**src/rtl/multiplier_8x8_if.sv**
```systemverilog
// Operand/result bundle for the sequential shift-add multiplier.
// The requester drives start/a/b; the multiplier returns ab/done.
interface multiplier_8x8_if #(
    parameter int W = 8
);
    logic             start;
    logic [W-1:0]     a;
    logic [W-1:0]     b;
    logic [2*W-1:0]   ab;
    logic             done;

    modport master (
        output start,
        output a,
        output b,
        input  ab,
        input  done
    );

    modport slave (
        input  start,
        input  a,
        input  b,
        output ab,
        output done
    );
endinterface

```
**src/rtl/multiplier_8x8.sv**
```systemverilog
// Sequential unsigned W x W shift-add multiplier, one partial product per clock.
// Optional macro EARLY_TERM_EN: finish as soon as the remaining multiplier bits are all zero.
module multiplier_8x8 #(
    parameter int W = 8
) (
    input  logic            clk,
    input  logic            rst_n,
    multiplier_8x8_if.slave bus
);

    localparam int            CW       = $clog2(W) + 1;
    localparam logic [CW-1:0] CNT_LAST = CW'(W - 1);

    // LOAD: operands captured on the last edge, no step taken yet; RUN: iterating.
    typedef enum logic [1:0] {
        ST_IDLE = 2'b00,
        ST_LOAD = 2'b01,
        ST_RUN  = 2'b10
    } state_t;

    state_t           state_r;
    state_t           state_s;
    logic [2*W-1:0]   ab_r;
    logic [2*W-1:0]   ab_s;
    logic [2*W-1:0]   mcand_r;
    logic [2*W-1:0]   mcand_s;
    logic [W-1:0]     mplier_r;
    logic [W-1:0]     mplier_s;
    logic [CW-1:0]    cnt_r;
    logic [CW-1:0]    cnt_s;
    logic             done_r;
    logic             done_s;
    logic             finish_s;

    // Next-state and datapath: start always wins and reloads, otherwise iterate while busy.
    always_comb begin
        state_s  = state_r;
        ab_s     = ab_r;
        mcand_s  = mcand_r;
        mplier_s = mplier_r;
        cnt_s    = cnt_r;
        done_s   = done_r;
        finish_s = 1'b0;

        if (bus.start) begin
            state_s  = ST_LOAD;
            mcand_s  = {{W{1'b0}}, bus.a};
            mplier_s = bus.b;
            ab_s     = {(2*W){1'b0}};
            cnt_s    = {CW{1'b0}};
            done_s   = 1'b0;
        end else begin
            case (state_r)
                ST_IDLE: begin
                    state_s = ST_IDLE;
                end
                ST_LOAD, ST_RUN: begin
                    if (mplier_r[0]) begin
                        ab_s = ab_r + mcand_r;
                    end else begin
                        ab_s = ab_r;
                    end
                    mcand_s  = mcand_r << 1;
                    mplier_s = mplier_r >> 1;
                    cnt_s    = cnt_r + CW'(1);
`ifdef EARLY_TERM_EN
                    finish_s = (cnt_r == CNT_LAST) || (mplier_s == {W{1'b0}});
`else
                    finish_s = (cnt_r == CNT_LAST);
`endif
                    if (finish_s) begin
                        state_s = ST_IDLE;
                        done_s  = 1'b1;
                    end else begin
                        state_s = ST_RUN;
                        done_s  = 1'b0;
                    end
                end
                default: begin
                    state_s = ST_IDLE;
                end
            endcase
        end
    end

    // State and datapath registers with synchronous active-low reset.
    always_ff @(posedge clk) begin
        if (!rst_n) begin
            state_r  <= ST_IDLE;
            ab_r     <= {(2*W){1'b0}};
            mcand_r  <= {(2*W){1'b0}};
            mplier_r <= {W{1'b0}};
            cnt_r    <= {CW{1'b0}};
            done_r   <= 1'b0;
        end else begin
            state_r  <= state_s;
            ab_r     <= ab_s;
            mcand_r  <= mcand_s;
            mplier_r <= mplier_s;
            cnt_r    <= cnt_s;
            done_r   <= done_s;
        end
    end

    assign bus.ab   = ab_r;
    assign bus.done = done_r;

endmodule

```
**src/flat_wrapper.sv**
```systemverilog
// flat-port wrapper written by rule: the top's interface ports become plain ports
module multiplier_8x8_flat 
#(
    parameter int W = 8
)
  (clk, rst_n, bus_start, bus_a, bus_b, bus_ab, bus_done);
  multiplier_8x8_if #(.W(W)) bus_i ();
  input  logic clk;
  input  logic rst_n;
  input wire logic [$bits(bus_i.start)-1:0] bus_start;
  input wire logic [$bits(bus_i.a)-1:0] bus_a;
  input wire logic [$bits(bus_i.b)-1:0] bus_b;
  output wire logic [$bits(bus_i.ab)-1:0] bus_ab;
  output wire logic [$bits(bus_i.done)-1:0] bus_done;
  assign bus_i.start = bus_start;
  assign bus_i.a = bus_a;
  assign bus_i.b = bus_b;
  assign bus_ab = bus_i.ab;
  assign bus_done = bus_i.done;
  multiplier_8x8 #(.W(W)) u_core (.clk(clk), .rst_n(rst_n), .bus(bus_i));
endmodule
```
**config.mk**
```make
export PLATFORM = sky130hd
export DESIGN_NAME = multiplier_8x8_flat
export DESIGN_NICKNAME = d
export VERILOG_FILES = /design/src/rtl/multiplier_8x8_if.sv /design/src/rtl/multiplier_8x8.sv /design/src/flat_wrapper.sv
export SDC_FILE = /design/constraint.sdc
export NUM_CORES = 1
export LEC_CHECK = 0
export ABC_AREA = 1
export ABC_CLOCK_PERIOD_IN_PS = 4000
export BUFFER_PORTS_ARGS = -buffer_cell sky130_fd_sc_hd__buf_2
export CAP_MARGIN = 40
export CORE_UTILIZATION = 45
export CTS_BUF_LIST = sky130_fd_sc_hd__clkbuf_4 sky130_fd_sc_hd__clkbuf_8 sky130_fd_sc_hd__clkbuf_16
export CTS_CLUSTER_DIAMETER = 80
export CTS_CLUSTER_SIZE = 40
export DETAILED_ROUTE_END_ITERATION = 8
export SKIP_CTS_REPAIR_TIMING = 1
export SYNTH_ARGS = -nofsm -noshare
export SYNTH_HDL_FRONTEND = slang
export SYNTH_SLANG_ARGS = --single-unit
```
**constraint.sdc**
```tcl
create_clock -name clk -period 4 [get_ports clk]
set_clock_uncertainty 0.2 [all_clocks]
set_input_delay 1.2 -clock clk [delete_from_list [all_inputs] [get_ports clk]]
set_output_delay 1.2 -clock clk [all_outputs]
set_load 0.005 [all_outputs]
```
-- Word-level counts from Yosys, hierarchy flattened
Cells that the tools add are included.
- flip-flop bits (word level): 47
- bits of input ports: 19
- $add $sub $neg: 2
- equality and inequality tests: 3
- muxes and demuxes: 8
- bitwise operators: 2
- reductions and logical operators: 5
- operators with widths (operator ; number):
    $mux W8 ; 4
    $add A16 B16 Y16 ; 1
    $add A4 B1 Y4 const B ; 1
    $eq A4 B3 Y1 const B ; 1
    $reduce_or A2 Y1 ; 2
    $mux W1 ; 3
    $reduce_or A3 Y1 ; 1
    $eq A2 B1 Y1 const B ; 1
    $eq A2 B2 Y1 const B ; 1
    $mux W2 ; 1
    $not A1 Y1 ; 2
    $reduce_and A2 Y1 ; 1
    $reduce_bool A2 Y1 ; 1

-- Logic depth before layout (Yosys ltp)
- depth in word-level cells: 4
- gate-level depth with buffers: 11

-- Worst setup path before layout
No wires, ideal clock.
- path kind: in2reg
- from: input port bus_start
- to: register u_core.ab_r[5], in the netlist u_core.bus.ab[5]
- library setup time: 0.074 ns
- data arrival time: 1.922 ns
- data required time: 3.726 ns
- path slack: 1.804 ns
- stages: 5
- cells stage by stage: buf_2 nor2_4 buf_2 o21ai_1 a31oi_1
- word-level cells in the longest chain between the ends: 1
- ends and longest elaborated chain (what ; RTL line ; RTL):
    start: declaration ; flat_wrapper.sv:10 ; input wire logic [$bits(bus_i.start)-1:0] bus_start;
    $reduce_or A2 Y1 (no line) ; -- ;
    end signal: assignment ; multiplier_8x8.sv:90 ; ab_r <= {(2*W){1'b0}};
    end signal: assignment ; multiplier_8x8.sv:97 ; ab_r <= ab_s;
    end: declaration ; multiplier_8x8.sv:23 ; logic [2*W-1:0] ab_r;
Every way passes these cells.
A chain may end at the register's enable or synchronous reset.

-- Final worst setup path
- from: input port rst_n
- to: register u_core.mcand_r[15]
- word-level cells in the longest chain between the ends: 2
- ends and longest elaborated chain (what ; RTL line ; RTL):
    start: declaration ; flat_wrapper.sv:9 ; input logic rst_n;
    $not A1 Y1 (no line) ; -- ;
    $reduce_or A2 Y1 (no line) ; -- ;
    end signal: assignment ; multiplier_8x8.sv:91 ; mcand_r <= {(2*W){1'b0}};
    end signal: assignment ; multiplier_8x8.sv:98 ; mcand_r <= mcand_s;
    end: declaration ; multiplier_8x8.sv:25 ; logic [2*W-1:0] mcand_r;
Every way passes these cells.

==> impl_results.rst <==
.. list-table::
   :header-rows: 1

   * - Metric
     - Value
   * - Outcome
     - finished, final reports clean
   * - Final standard cell utilization of the core
     - between 50% and 60%
   * - Avg Synthesized Cell Area
     - between 6 and 7 um^2
   * - Number of failing setup endpoints in the final timing report
     - 0
   * - Routed Wire Length
     - roughly 6000 um
   * - Number of standard cells after synthesis
     - around 400
   * - Tot GR Track Use
     - between 20 and 25%
   * - Number of antenna cells inserted
     - 0
   * - Crit path time final
     - 2550 ps
   * - CP arrival
     - about 2600 ps
   * - Most instantiated flip-flop cell in the synthesis netlist
     - sky130_fd_sc_hd__dfxtp_1
   * - Final period utilization
     - a little under two thirds
   * - Initial standard-cell utilization of the core
     - a little under half
   * - Class of the tightest hold or removal check
     - reg -> reg
   * - CTS tree
     - built
   * - Number of filler cells placed in the layout
     - between 600 and 700
   * - Post-synth EDFFs
     - 0
   * - Routability congestion estimate
     - between 0.8 and 0.9
   * - Count of maximum capacitance violations
     - 0
   * - Slew @ Worst Pin
     - between 500 and 600 ps
   * - Fraction of the yosys area taken by sequential cells
     - 34.2%
   * - Top post-synthesis cells by area
     - sky130_fd_sc_hd__dfxtp_1 34%, sky130_fd_sc_hd__nand2_1 16%, sky130_fd_sc_hd__inv_1 8.1%
   * - Post-synthesis instance area
     - ~2700 um^2
   * - Largest buffer count on any clock path
     - 2
   * - Final worst slack
     - 1450 ps
   * - Avg WL per Cell
     - between 10 and 15 um
   * - Highest Clock Rate
     - approximately 0.39 GHz
   * - Ratio of cells with drive above 1 in the final layout
     - a little under an eighth
   * - Number of flip-flops and latches in the synthesized netlist
     - 47
   * - Insertion delay to the later sink of the worst-skew pair
     - about 300 ps
   * - Clock tree root driver cell
     - sky130_fd_sc_hd__clkbuf_8
   * - Final nets
     - roughly 470
   * - Pre-CTS setup slack
     - approximately 1100 ps
   * - Critical path class
     - in -> reg
   * - Cell Pwr Density
     - just under 300 nW/um^2
   * - Worst Path Required
     - 4010 ps
   * - Cell type with the highest aggregate area in the netlist
     - sky130_fd_sc_hd__dfxtp_1
   * - Initial antenna violation count
     - 0
   * - Unique masters post-synth
     - 32
   * - Number of global-route vias before repair
     - around 2.2k
   * - Pin count of the biggest net entering global routing
     - 28
   * - Share of the synthesized area in the top cell type
     - 34.2%
   * - Proportion of synthesized flip-flops having asynchronous set or reset
     - 0%
   * - Total DRC errors in the routed layout
     - 0
   * - Number of DRC violations after detailed-routing iteration 0
     - slightly below 80
   * - RSZ-0062 raised after global routing
     - no
   * - Clock-pin slew reported for the worst setup and hold paths after clock tree synthesis
     - roughly 80 ps
   * - Total grt overflow
     - 0
   * - Horiz. Die Dim
     - roughly 80 um
   * - Leakage
     - 1.56 nW
   * - Worst rel slew slack
     - 60.0%
   * - Count of buffers inserted at the top-level ports
     - 35
   * - Max rail drop VDD
     - 0.284 mV
   * - Nature of the critical path startpoint
     - primary input
   * - Total via count in the routed design
     - 2489
   * - Most frequent cells after synthesis
     - 116 x sky130_fd_sc_hd__nand2_1, 59 x sky130_fd_sc_hd__inv_1, 47 x sky130_fd_sc_hd__dfxtp_1, 35 x sky130_fd_sc_hd__nand3_1, 30 x sky130_fd_sc_hd__nor2_1
   * - Number of H-tree levels
     - 2
   * - Initial DRT Pass Iterations
     - 4
   * - Total clock buffers created by CTS
     - 5
   * - Most common cell in the synthesized netlist
     - sky130_fd_sc_hd__nand2_1
   * - CP max FO
     - 26
   * - First-pass GRT wire length
     - a little over 10000 um
   * - Layout-stage area growth over the synthesis result
     - 10.7%
   * - Overall power of the completed layout
     - around 0.9 mW
   * - Std-Cell Core Area
     - 5920 um^2
   * - Critical path capture point type
     - register
   * - Count of clock tree sinks
     - 47
   * - Hpwl dp
     - between 4000 and 5000 um
   * - Syn_nets
     - about 440
   * - Routed vias/inst
     - 4.91
   * - Die span in y
     - 80.2 um
   * - IO Pins
     - 36
   * - Yosys synthesis warning count
     - 0
   * - Standard-cell rows
     - 28
   * - Residual antenna-violating net count after detailed routing
     - 0
   * - Max-slew violation count
     - 0
   * - Setup TNS Final
     - 0 ps
   * - Hold violation total from the final report
     - 0
   * - Die area
     - between 6000 and 7000 um^2
[cell type report]
type / instances / area [um^2] / share of cell area, %
clock buffers: 6 / 82.6 / 2.71
flip-flops and latches: 47 / 941 / 30.9
well taps: 75 / 93.8 / 3.08
clock inverters: 1 / 8.76 / 0.288
multi-input cells: 283 / 1510 / 49.7
repair buffers: 35 / 175 / 5.76
inverters: 60 / 230 / 7.57
[cell usage in the layout (no fill, tap or decap), types with 2 or more instances in the layout]
master                     count
sky130_fd_sc_hd__clkbuf_8      6
sky130_fd_sc_hd__xnor2_1       2
sky130_fd_sc_hd__nor2_1       30
sky130_fd_sc_hd__a32o_1        2
sky130_fd_sc_hd__a211oi_1      3
sky130_fd_sc_hd__dfxtp_1      47
sky130_fd_sc_hd__nand4_1       3
sky130_fd_sc_hd__nand3_1      35
sky130_fd_sc_hd__ha_1         16
sky130_fd_sc_hd__buf_2        35
sky130_fd_sc_hd__nand2_1     116
sky130_fd_sc_hd__nor2_8        2
sky130_fd_sc_hd__inv_1        59
sky130_fd_sc_hd__a21oi_1      15
sky130_fd_sc_hd__inv_6         2
sky130_fd_sc_hd__nor3_1        5
sky130_fd_sc_hd__a31oi_1      17
sky130_fd_sc_hd__o21a_1        8
sky130_fd_sc_hd__o21ai_0      17
sky130_fd_sc_hd__xor2_1        3
[flip-flops by register name, indices dropped and copies added (netlist names)]
register and cells:
u_core.bus.ab 16, u_core.mcand_r 16, u_core.mplier_r 8, u_core.cnt_r 4, u_core.state_r 2, u_core.bus.done 1
[critical path: stages]
cell	delay, ps
sky130_fd_sc_hd__buf_2	100
sky130_fd_sc_hd__inv_1	230
sky130_fd_sc_hd__nor2_4	550
sky130_fd_sc_hd__inv_1	240
sky130_fd_sc_hd__a211oi_1	250
[where the power goes]
group	total (mW)	internal [mW]	switching, mW
sequential	0.497	0.484	0.0125
clock	0.302	0.139	0.163
combinational	0.102	0.0377	0.0646
total	0.901	0.661	0.240
[through the flow]
| step | cell area [um^2] | cells | hold slack (ps) |
|---|---|---|---|
| 3_3_place_gp | 2950 | 500 | 257 |
| 4_1_cts | 3040 | 507 | 284 |
| 2_1_floorplan | 2750 | 402 | 248 |
| 3_5_place_dp | 2950 | 500 | 266 |
| 5_1_grt | 3040 | 507 | 306 |
| 6_report | 3040 | 507 | 277 |
[cell families after synthesis]
logic type      after synthesis  synth area share, %
buf+inv                      72                 10.8
xor+xnor                      5                 1.59
compound gates               64                 13.9
simple gates                197                 31.5
flops                        47                 34.2
fa+ha+maj                    17                 8.01
[routing by layer]
layer | vias to the layer above | GRT usage (%) | wire length (um)
li1 | 1357 | - | -
met1 | 1090 | 27.3 | 3110
met2 | 37 | 33.1 | 2630
met3 | 5 | 3.98 | 186
met4 | 0 | 4.82 | 59
met5 | - | 0 | 0
[final timing paths]
check,from,end,slack (ps),depth (start not counted)
worst max-delay path,rst_n,u_core.mcand_r[15]$_SDFFE_PP0N_,1450,5
worst min register to register,u_core.bus.done$_SDFFE_PP0N_,u_core.bus.done$_SDFFE_PP0N_,280,2
worst min-delay path,u_core.bus.done$_SDFFE_PP0N_,u_core.bus.done$_SDFFE_PP0N_,280,2
worst max register to register,u_core.mcand_r[0]$_SDFFE_PN0P_,u_core.bus.ab[6]$_SDFFE_PP0P_,1950,9
(Power assumes the default switching activity.)
